==> src/rtl/jtag_dmi_master.sv <==
// jtag_dmi_master
//   JTAG host that converts parallel DMI requests into bit-banged TCK/TMS/TDI
//   sequences. After reset (or tap_reset_i) it forces Test-Logic-Reset and
//   loads IR_DMI into the IR, then serves one DR scan per accepted request and
//   returns the raw DR value captured on TDO.
//
// Ports
//   clk, rst_n          system clock, asynchronous active-low reset
//   tap_reset_i         re-run the init sequence (honoured only in IDLE)
//   req_valid_i/ready_o request handshake; req_op_i/addr_i/data_i = DMI fields
//   resp_valid_o        one-cycle pulse; resp_data_o/resp_op_o = DR[33:2]/DR[1:0]
//   busy_o              high whenever not IDLE
//   jtag_tck_o/tms_o/tdi_o, jtag_tdo_i   JTAG pins
module jtag_dmi_master #(
  parameter int unsigned       TCK_DIV   = 5,
  parameter int unsigned       IR_LEN    = 5,
  parameter logic [IR_LEN-1:0] IR_DMI    = 5'b10001,
  parameter int unsigned       ABITS     = 6,
  parameter int unsigned       IDLE_BITS = 4
) (
  input  logic             clk,
  input  logic             rst_n,
  input  logic             tap_reset_i,
  input  logic             req_valid_i,
  output logic             req_ready_o,
  input  logic [1:0]       req_op_i,
  input  logic [ABITS-1:0] req_addr_i,
  input  logic [31:0]      req_data_i,
  output logic             resp_valid_o,
  output logic [31:0]      resp_data_o,
  output logic [1:0]       resp_op_o,
  output logic             busy_o,
  output logic             jtag_tck_o,
  output logic             jtag_tms_o,
  output logic             jtag_tdi_o,
  input  logic             jtag_tdo_i
);

  localparam int unsigned DR_LEN    = ABITS + 34;
  localparam int unsigned TRST_BITS = 8;
  localparam int unsigned IR_BITS   = IR_LEN + 7;
  localparam int unsigned DR_BITS   = DR_LEN + 5 + IDLE_BITS;
  localparam int unsigned BIT_W     = $clog2(TRST_BITS + IR_BITS + DR_BITS);
  localparam int unsigned CNT_W     = $clog2(2 * TCK_DIV) + 1;

  localparam logic [CNT_W-1:0] CNT_LOW_LAST   = CNT_W'(TCK_DIV - 1);
  localparam logic [CNT_W-1:0] CNT_HIGH_FIRST = CNT_W'(TCK_DIV);
  localparam logic [CNT_W-1:0] CNT_LAST       = CNT_W'(2 * TCK_DIV - 1);

  typedef enum logic [2:0] {
    S_TRST,
    S_IR,
    S_IDLE,
    S_DR,
    S_DONE
  } state_e;

  // Index of the final TCK bit of each scanning state.
  function automatic logic [BIT_W-1:0] last_bit(input state_e st);
    logic [BIT_W-1:0] lb;
    case (st)
      S_TRST:  lb = BIT_W'(TRST_BITS - 1);
      S_IR:    lb = BIT_W'(IR_BITS - 1);
      S_DR:    lb = BIT_W'(DR_BITS - 1);
      default: lb = '0;
    endcase
    return lb;
  endfunction

  // {tms, tdi} for bit b of a scanning state. sr_lsb is the next DR bit to
  // shift out; TDI idles high outside shift bits.
  function automatic logic [1:0] bit_drive(input state_e st,
                                           input logic [BIT_W-1:0] b,
                                           input logic sr_lsb);
    int unsigned       bi;
    logic [IR_LEN-1:0] ir_sh;
    logic              tms;
    logic              tdi;
    bi    = 32'(b);
    ir_sh = IR_DMI;
    tms   = 1'b0;
    tdi   = 1'b1;
    case (st)
      S_TRST: tms = 1'b1;
      S_IR: begin
        if (bi < 5) begin
          // RTI, Select-DR, Select-IR, Capture-IR, Shift-IR
          tms = (bi == 1) || (bi == 2);
        end else if (bi < 5 + IR_LEN) begin
          tms   = (bi == 4 + IR_LEN);
          ir_sh = IR_DMI >> (bi - 5);
          tdi   = ir_sh[0];
        end else begin
          tms = (bi == 5 + IR_LEN);
        end
      end
      S_DR: begin
        if (bi < 3) begin
          tms = (bi == 0);
        end else if (bi < 3 + DR_LEN) begin
          tms = (bi == 2 + DR_LEN);
          tdi = sr_lsb;
        end else begin
          tms = (bi == 3 + DR_LEN);
        end
      end
      default: ;
    endcase
    return {tms, tdi};
  endfunction

  state_e              state_q, state_d;
  logic [CNT_W-1:0]    cnt_q, cnt_d;
  logic [BIT_W-1:0]    bit_q, bit_d;
  logic [DR_LEN-1:0]   sr_q, sr_d;
  logic                tck_q, tck_d;
  logic                tms_q, tms_d;
  logic                tdi_q, tdi_d;
  logic                ready_q, ready_d;
  logic                busy_q, busy_d;
  logic                resp_valid_q, resp_valid_d;
  logic [31:0]         resp_data_q, resp_data_d;
  logic [1:0]          resp_op_q, resp_op_d;
  logic                new_bit;
  logic                dr_shift;

  // One shift register serves both directions: TDI takes sr[0] at the start
  // of a shift bit, TDO enters at the top just before the rising edge.
  assign dr_shift = (32'(bit_q) >= 3) && (32'(bit_q) < 3 + DR_LEN);

  always_comb begin
    state_d      = state_q;
    cnt_d        = cnt_q;
    bit_d        = bit_q;
    sr_d         = sr_q;
    tms_d        = tms_q;
    tdi_d        = tdi_q;
    ready_d      = 1'b0;
    busy_d       = 1'b1;
    resp_valid_d = 1'b0;
    resp_data_d  = resp_data_q;
    resp_op_d    = resp_op_q;
    new_bit      = 1'b0;

    case (state_q)
      S_TRST, S_IR, S_DR: begin
        if (state_q == S_DR && cnt_q == CNT_LOW_LAST && dr_shift) begin
          sr_d = {jtag_tdo_i, sr_q[DR_LEN-1:1]};
        end
        if (cnt_q == CNT_LAST) begin
          cnt_d = '0;
          if (bit_q == last_bit(state_q)) begin
            bit_d = '0;
            case (state_q)
              S_TRST: begin
                state_d = S_IR;
                new_bit = 1'b1;
              end
              S_IR: begin
                state_d = S_IDLE;
                ready_d = 1'b1;
                busy_d  = 1'b0;
                tms_d   = 1'b0;
                tdi_d   = 1'b1;
              end
              default: begin
                state_d      = S_DONE;
                resp_valid_d = 1'b1;
                resp_data_d  = sr_q[33:2];
                resp_op_d    = sr_q[1:0];
                tms_d        = 1'b0;
                tdi_d        = 1'b1;
              end
            endcase
          end else begin
            bit_d   = bit_q + 1'b1;
            new_bit = 1'b1;
          end
        end else begin
          cnt_d = cnt_q + 1'b1;
        end
      end
      S_IDLE: begin
        cnt_d = '0;
        bit_d = '0;
        // tap_reset takes priority; a coincident request stays pending.
        if (tap_reset_i) begin
          state_d = S_TRST;
          new_bit = 1'b1;
        end else if (req_valid_i && ready_q) begin
          state_d = S_DR;
          sr_d    = {req_addr_i, req_data_i, req_op_i};
          new_bit = 1'b1;
        end else begin
          ready_d = 1'b1;
          busy_d  = 1'b0;
        end
      end
      default: begin
        state_d = S_IDLE;
        ready_d = 1'b1;
        busy_d  = 1'b0;
      end
    endcase

    if (new_bit) begin
      {tms_d, tdi_d} = bit_drive(state_d, bit_d, sr_d[0]);
    end
    tck_d = (cnt_d >= CNT_HIGH_FIRST);
  end

  always_ff @(posedge clk or negedge rst_n) begin
    if (!rst_n) begin
      state_q      <= S_TRST;
      cnt_q        <= '0;
      bit_q        <= '0;
      sr_q         <= '0;
      tck_q        <= 1'b0;
      tms_q        <= 1'b1;
      tdi_q        <= 1'b1;
      ready_q      <= 1'b0;
      busy_q       <= 1'b1;
      resp_valid_q <= 1'b0;
      resp_data_q  <= '0;
      resp_op_q    <= '0;
    end else begin
      state_q      <= state_d;
      cnt_q        <= cnt_d;
      bit_q        <= bit_d;
      sr_q         <= sr_d;
      tck_q        <= tck_d;
      tms_q        <= tms_d;
      tdi_q        <= tdi_d;
      ready_q      <= ready_d;
      busy_q       <= busy_d;
      resp_valid_q <= resp_valid_d;
      resp_data_q  <= resp_data_d;
      resp_op_q    <= resp_op_d;
    end
  end

  assign req_ready_o  = ready_q;
  assign busy_o       = busy_q;
  assign resp_valid_o = resp_valid_q;
  assign resp_data_o  = resp_data_q;
  assign resp_op_o    = resp_op_q;
  assign jtag_tck_o   = tck_q;
  assign jtag_tms_o   = tms_q;
  assign jtag_tdi_o   = tdi_q;

endmodule

==> config.mk <==
export PLATFORM = sky130hd
export DESIGN_NAME = jtag_dmi_master
export DESIGN_NICKNAME = d
export VERILOG_FILES = /design/src/rtl/jtag_dmi_master.sv
export SDC_FILE = /design/constraint.sdc
export NUM_CORES = 1
export LEC_CHECK = 0
export BUFFER_PORTS_ARGS = -buffer_cell sky130_fd_sc_hd__buf_4
export CORE_UTILIZATION = 45
export CTS_BUF_LIST = sky130_fd_sc_hd__clkbuf_8
export CTS_CLUSTER_SIZE = 40
export DETAILED_ROUTE_END_ITERATION = 10
export PLACE_DENSITY = 0.67
export SYNTH_ARGS = -nofsm -noshare
export SYNTH_HDL_FRONTEND = slang
export SYNTH_SLANG_ARGS = --single-unit
export TNS_END_PERCENT = 50
==> constraint.sdc <==
create_clock -name clk -period 4.5 [get_ports clk]
set_input_delay 1.125 -clock clk [delete_from_list [all_inputs] [get_ports clk]]
set_output_delay 1.125 -clock clk [all_outputs]
set_load 0.05 [all_outputs]
=== Yosys cells after proc, flatten, opt, wreduce, memory -nomap -nowiden ===
Index checks and enable logic that the tools add are counted.

* Output and inout bits: 40
* Bits of input ports: 45
* Logic and storage cells: 118
* Flip-flop bits (word level): 95

* Bitwise gates (word level): 1
* Reductions and logical operators: 17
* Equality and inequality tests: 18
* Shift operators: 1
* $lt $le $gt $ge: 7
* $add $sub $neg: 3
* Muxes and demuxes: 58

{| class="wikitable"
|+ Operator list
! cell !! number
|-
| $mux W40 || 3
|-
| $pmux W40 S2 || 1
|-
| $mux W1 || 35
|-
| $shr A5 B32 Y1 const A || 1
|-
| $mux W7 || 4
|-
| $pmux W6 S3 || 1
|-
| $eq A7 B4 Y1 const B || 2
|-
| $eq A7 B6 Y1 const B || 2
|-
| $lt A7 B6 Y1 const B || 2
|-
| $pmux W7 S2 || 1
|-
| $mux W3 || 4
|-
| $pmux W3 S2 || 2
|-
| $reduce_and A4 Y1 || 3
|-
| $pmux W5 S2 || 1
|-
| $eq A3 B2 Y1 const B || 3
|-
| $ne A2 B2 Y1 const B || 4
|-
| $pmux W1 S2 || 4
|-
| $reduce_bool A2 Y1 || 4
|-
| $sub A7 B3 Y8 const B || 1
|-
| $add A7 B1 Y7 const B || 1
|-
| $eq A7 B1 Y1 const B || 1
|-
| $eq A7 B2 Y1 const B || 1
|-
| $eq A7 B7 Y1 || 1
|-
| $ge A7 B2 Y1 const B || 1
|-
| 17 further kinds || 22
|}

=== Logic depth before layout (Yosys ltp) ===
* Depth in word-level cells: 14
* Mapped depth: 13
* Gate-level depth less buffers: 12

=== Least setup slack after synthesis ===
Ideal clock, no wire load.

* Path kind: input port to flip-flop
* From: input req_valid_i
* To: register tms_q (netlist: jtag_tms_o)
* Setup time: 0.081 ns
* Buffers on the path: 0
* Data arrival time: 2.506 ns
* Setup slack: 1.914 ns
* Stages on the path: 6
* Data required time: 4.419 ns
* Cells stage by stage: nand2_1 nor3_1 o21bai_1 nand3_1 or3_1 a32oi_1

* Cells in the longest elaborated chain, start to end: 7
* Elaborated cells on any way between the ends: 17
* Those cells by class: eq/ne: 3; mux: 8; reduce/logical: 6

{| class="wikitable"
|+ Ends and longest elaborated chain
! item !! line !! text
|-
| start, declared || 24 || <nowiki>input logic req_valid_i,</nowiki>
|-
| $logic_and A1 B1 Y1 (*) || 190 || <nowiki>end else if (req_valid_i && ready_q) begin</nowiki>
|-
| $mux W3 (*) || 190 ||
|-
| $mux W3 (*) || 187 || <nowiki>if (tap_reset_i) begin</nowiki>
|-
| $pmux W3 S2 (*) || 145 || <nowiki>case (state_q)</nowiki>
|-
| named net state_d[0] || 112 || <nowiki>state_e state_q, state_d;</nowiki>
|-
| $eq A3 B2 Y1 (tied with other cells) || 83 || <nowiki>case (st)</nowiki>
|-
| $pmux W1 S3 (*) || 83 ||
|-
| $mux W1 (*) || 206 || <nowiki>if (new_bit) begin</nowiki>
|-
| end signal, assigned || 232 || <nowiki>tms_q <= tms_d;</nowiki>
|-
| end, declared || 117 || <nowiki>logic tms_q, tms_d;</nowiki>
|}

Mark *: on every way through the listed nets, which the timed path passes. The rest lies on a longest branch.
A chain may end at the register's enable or synchronous reset.

=== Worst setup path after layout ===
* From: register state_q[2]
* To: register tdi_q (netlist: jtag_tdi_o)

* Cells in the longest elaborated chain, start to end: 14
* Elaborated cells on any way between the ends: 45
* Those cells by class: add/sub: 1; order compare: 4; eq/ne: 7; shift: 1; mux: 24; reduce/logical: 8

{| class="wikitable"
|+ Ends and longest elaborated chain
! item !! line !! text
|-
| start, declared || 112 ||
|-
| start signal, assigned || 227 || <nowiki>state_q <= state_d;</nowiki>
|-
| $eq A3 B2 Y1 (tied with other cells) || 61, 145 ||
|-
| $pmux W6 S3 || 61 || <nowiki>case (st)</nowiki>
|-
| $mux W7 || 150 || <nowiki>if (cnt_q == CNT_LAST) begin</nowiki>
|-
| $mux W7 || 145 ||
|-
| $eq A7 B7 Y1 || 152 || <nowiki>if (bit_q == last_bit(state_q)) begin</nowiki>
|-
| $mux W7 || 152 ||
|-
| $mux W7 || 150 ||
|-
| $pmux W7 S2 (*) || 145 ||
|-
| named net bit_d[0] || 114 || <nowiki>logic [BIT_W-1:0] bit_q, bit_d;</nowiki>
|-
| $sub A7 B3 Y8 || 91 || <nowiki>ir_sh = IR_DMI >> (bi - 5);</nowiki>
|-
| $shr A5 B32 Y1 || 91 ||
|-
| $mux W1 || 89 || <nowiki>end else if (bi < 5 + IR_LEN) begin</nowiki>
|-
| $mux W1 || 86 || <nowiki>if (bi < 5) begin</nowiki>
|-
| $pmux W1 S2 (*) || 83 ||
|-
| $mux W1 (*) || 206 ||
|-
| end signal, assigned || 233 || <nowiki>tdi_q <= tdi_d;</nowiki>
|-
| end, declared || 118 || <nowiki>logic tdi_q, tdi_d;</nowiki>
|}

Mark *: on every way through the listed nets, which the timed path passes. The rest lies on a longest branch. The select of a mux whose other input is x is not followed.

==> impl_summary.md <==
Outcome
The flow ran to the end, and the final reports show no timing, DRC or antenna violations.

Timing
Final hold analysis gives a worst-case slack of 482.4 ps. Measured against its own limit, the worst slew margin works out to 0.3776. Clock skew on the completed layout was measured at 18.22 ps. The final setup violation count is 0.

Setup repair after global routing left no endpoint under its margin. The count of pins over their slew limit was 0. The count of final hold-check violations is 0. The ratio of final minimum period to clock period is 0.7282. Derived from the worst setup path, the maximum achievable clock frequency is 305.2 MHz. At the pin with the least slew margin, the transition time is 933.7 ps. The setup total negative slack is 0 ps. Subtracting the final worst setup slack from the clock period gives 3277 ps.

Logic synthesis
The post-synthesis instance area is 4602 sq um. Dividing the synthesized area by the synthesized cell count gives 10.48 sq um. The post-synth net total is 493. The distinct cell type count of the synthesized netlist is 62. For this run, the number of Yosys warnings is 0.

The portion of the post-synthesis area used by sequential elements is 0.5174. Counting flops with an async set or reset pin after synthesis yields a share of 1.000. The number of flops mapped to enable cells by yosys is 0.

The top flip-flop cell by instance count after synthesis is sky130_fd_sc_hd__dfrtp_1. The synthesized design contains 95 register bits. Synthesis produced 439 cells.

CTS
The TritonCTS clock tree is built. In this run, CTS created clock tree buffers numbering 9. The number of hold buffers added after cts is 0. Counting every sink on the clock net gives 95. The latest clock arrival within the worst-skew pair is 360 ps. Clock-pin slew was measured on the worst setup and hold paths at 90 ps. The quantity of gates resized following cts is 0. Once the clock tree was built, the setup fixing pass inserted 0 buffers.

No sink is reached through more buffers than the 2 on the longest clock path. CTS built an H-tree with a depth of 3. The master cell of the clock root buffer is sky130_fd_sc_hd__clkbuf_8.

Pwr
The worst-case IR drop observed on VDD is 221.1 uV. The part of the total power dissipated in sequential elements is 0.498. The internal portion of the total power is 1.385 mW.

The analysis attributes to cell leakage a power of 2.820 nW. The combinational power share is 0.195. Summed over all nets, the switching power comes to 0.6230 mW.

The power per unit of standard cell area is 360.4 nW/um^2. Of the total power, the share spent switching nets is 0.3103. The completed layout was analyzed and its total power is 2.008 mW.

The portion of total power attributed to the clock network is 0.307.

Global routing
The number of global-route vias before repair is 3527. The initial antenna violation count is 0. The global-route wire length before repair is 17400 microns. The global-route usage over all layers is 0.2141. Entering global routing, the biggest net connects 48 pins. The total grt overflow is 0.

Placed design
The congestion estimate from routability-driven global placement came to 0.8547. Counting tap cells, the placed design contains a total of 637 instances. The cell area after placement is 5354 sq um.

The port buffer count is 84. The wire-length estimate of the detail-placed layout is 7328 microns.

Route
The routed metal-1 wire length is 4721 microns. The final antenna-violating net count is 0. The met3 wire length is 681 microns.

In the routed layout, each cell is associated on average with a via count of 5.492. The first TritonRoute pass finished after 5 iterations. In the final routed layout, each cell accounts on average for 16.43 microns. After detailed routing, the total wire length is 10710 microns. The initial detailed-routing violation count is 172. The amount of wire on met2 after detailed routing is 5173 microns. The total number of vias is 3581.

For this run, design rule violations remaining after detail routing come to 0. Routed signal wires occupy layers up through met4.

Cells and area
The final-layout fill cell count is 864. The final design instance area without fill is 5570 sq um. The count of non-filler cells in the finished layout is 652. The number of diodes added for antenna fixing is 0. The final layout contains 569 nets.

The ratio of cells with drive above 1 in the final layout is 0.3102. Relative to the synthesized area, the layout overhead comes to 21.04%.

Critical path
The endpoint of the worst register-to-register path is jtag_tdi_o. The worst setup path is of the reg2reg kind. The path depth of the worst reg2reg path is 10. Of all nets on the critical path, the largest fanout is 28.

Data on the critical path arrives at its endpoint at 3550 ps. The slack of the worst reg-to-reg path is 1220 ps. STA classifies the critical path startpoint as a flip-flop. STA classifies the critical path endpoint as a flip-flop. The source of the worst register-to-register timing path is state_q[2].

The required time at the worst-slack endpoint is 4770 ps.

Die
Measured along the y axis, the die boundary spans 103.1 microns. In this run the core area contains 36 standard-cell rows. For this configuration, the core starts out at a cell density of 0.4665.

The placeable core area is 9864 sq um. The die is 103.1 microns wide. 85 I/O pins were placed. The total die area is 10630 sq um.

Worst hold path
The end point of the worst hold path is sr_q[37]. The worst hold path was traced through 2 stages. The tightest min-delay check is of the reg2reg type. The worst hold path begins at sr_q[37].

Flow run
The number of violations of the max-capacitance limit is 0.
## registers in the layout (all words and copies together), names as in the netlist, 2 cells and up
register,count
state_q,3
cnt_q,5
sr_q,40
resp_op_o,2
resp_data_o,32
bit_q,7
## worst max path at each step
stage / start / to / slack [ps] / cells past startpoint
after floorplan: req_valid_i / jtag_tms_o / 1910 / 6
after global placement: state_q[2] / jtag_tms_o / 1380 / 8
after detailed placement: state_q[2] / jtag_tms_o / 1310 / 8
after CTS: state_q[2] / jtag_tdi_o / 1290 / 8
after global routing: state_q[2] / jtag_tdi_o / 950 / 10
final: state_q[2] / jtag_tdi_o / 1220 / 10
## cells in the mapped netlist, types with 2 or more instances
cell type / count / area, sq um
sky130_fd_sc_hd__a221oi_1: 2 / 17.52
sky130_fd_sc_hd__buf_2: 9 / 45.04
sky130_fd_sc_hd__nand3_1: 4 / 20.02
sky130_fd_sc_hd__o21bai_1: 2 / 15.01
sky130_fd_sc_hd__xnor2_1: 3 / 26.28
sky130_fd_sc_hd__nand2b_1: 2 / 12.51
sky130_fd_sc_hd__nand2_1: 104 / 390.4
sky130_fd_sc_hd__ha_1: 9 / 112.6
sky130_fd_sc_hd__a211oi_1: 3 / 22.52
sky130_fd_sc_hd__o21ai_0: 14 / 70.07
sky130_fd_sc_hd__or3_1: 3 / 18.77
sky130_fd_sc_hd__nand4_1: 4 / 25.02
sky130_fd_sc_hd__mux2_2: 34 / 382.9
sky130_fd_sc_hd__dfrtp_1: 92 / 2302
sky130_fd_sc_hd__and3_1: 3 / 18.77
sky130_fd_sc_hd__or2_2: 2 / 12.51
sky130_fd_sc_hd__a22oi_1: 40 / 300.3
sky130_fd_sc_hd__nor2_1: 17 / 63.81
sky130_fd_sc_hd__o21a_1: 3 / 22.52
sky130_fd_sc_hd__clkbuf_1: 14 / 52.55
sky130_fd_sc_hd__mux2i_1: 3 / 30.03
sky130_fd_sc_hd__nand4bb_1: 2 / 22.52
sky130_fd_sc_hd__nor4_1: 2 / 12.51
sky130_fd_sc_hd__and4_1: 2 / 17.52
sky130_fd_sc_hd__dfstp_2: 3 / 78.83
sky130_fd_sc_hd__a21oi_1: 7 / 35.03
sky130_fd_sc_hd__a41oi_1: 2 / 17.52
sky130_fd_sc_hd__inv_1: 12 / 45.04
sky130_fd_sc_hd__o31ai_1: 3 / 22.52
sky130_fd_sc_hd__nor3_1: 4 / 20.02
sky130_fd_sc_hd__a31oi_1: 3 / 18.77
sky130_fd_sc_hd__a21oi_2: 2 / 17.52
## cells in the final DEF (no fill, tap or decap), types with 4 or more instances in the layout
master	synthesis	layout
sky130_fd_sc_hd__inv_1	12	12
sky130_fd_sc_hd__a22oi_1	40	40
sky130_fd_sc_hd__mux2_2	34	34
sky130_fd_sc_hd__ha_1	9	9
sky130_fd_sc_hd__dfrtp_1	92	92
sky130_fd_sc_hd__clkbuf_8	0	9
sky130_fd_sc_hd__nand3_1	4	4
sky130_fd_sc_hd__nor2_1	17	15
sky130_fd_sc_hd__buf_4	1	91
sky130_fd_sc_hd__o21ai_0	14	14
sky130_fd_sc_hd__nand4_1	4	4
sky130_fd_sc_hd__nand2_1	104	104
sky130_fd_sc_hd__a21oi_1	7	7
## power groups by stage
| stage | clock, mW | combinational (mW) | sequential [mW] |
|---|---|---|---|
| after floorplan | 0 | 0.255 | 1.01 |
| after global placement | 0 | 0.383 | 1.02 |
| after detailed placement | 0 | 0.391 | 1.01 |
| after CTS | 0.636 | 0.393 | 0.998 |
| after global routing | 0.668 | 0.444 | 1.01 |
| final | 0.616 | 0.392 | 1.00 |
## stage by stage
stage          utilization  setup WS (ps)
6_report            0.5647           1223
5_1_grt             0.5647          951.5
4_1_cts             0.5647           1293
3_5_place_dp        0.5427           1306
3_3_place_gp        0.5427           1382
2_1_floorplan            -           1914
## per-layer routing
metal,vias to the layer above,GRT usage
met4,0,0.07151
li1,1718,-
met3,16,0.05492
met2,105,0.3379
met1,1742,0.2882
met5,-,0
## layout make-up
| type | instances | area (sq um) | share of cell area |
|---|---|---|---|
| Clock buffer | 9 | 123.9 | 0.02224 |
| Tap cell | 133 | 166.4 | 0.02987 |
| Inverter | 12 | 45.04 | 0.008086 |
| Sequential cell | 95 | 2381 | 0.4274 |
| Multi-Input combinational cell | 306 | 2078 | 0.3731 |
| Clock inverter | 6 | 92.59 | 0.01662 |
| Timing Repair Buffer | 91 | 683.2 | 0.1226 |
## cell families after synthesis
kind of cell,count (synthesis),share of synthesized area
fa+ha+maj,9,0.02447
mux,38,0.09271
xor+xnor,4,0.007614
flops,95,0.5174
simple gates,159,0.1610
compound gates,96,0.1610
buf+inv,38,0.03589
## worst max-delay path, stage by stage, from the launching register on
cell,delay [ps]
sky130_fd_sc_hd__dfrtp_1,960
sky130_fd_sc_hd__nand3b_4,340
sky130_fd_sc_hd__mux2i_2,130
sky130_fd_sc_hd__and3_1,200
sky130_fd_sc_hd__o31ai_1,520
sky130_fd_sc_hd__inv_1,190
sky130_fd_sc_hd__ha_1,240
sky130_fd_sc_hd__nor3_1,190
sky130_fd_sc_hd__a31oi_1,80
sky130_fd_sc_hd__nor4_1,270
sky130_fd_sc_hd__a211oi_1,70
(Power assumes the default switching activity.)
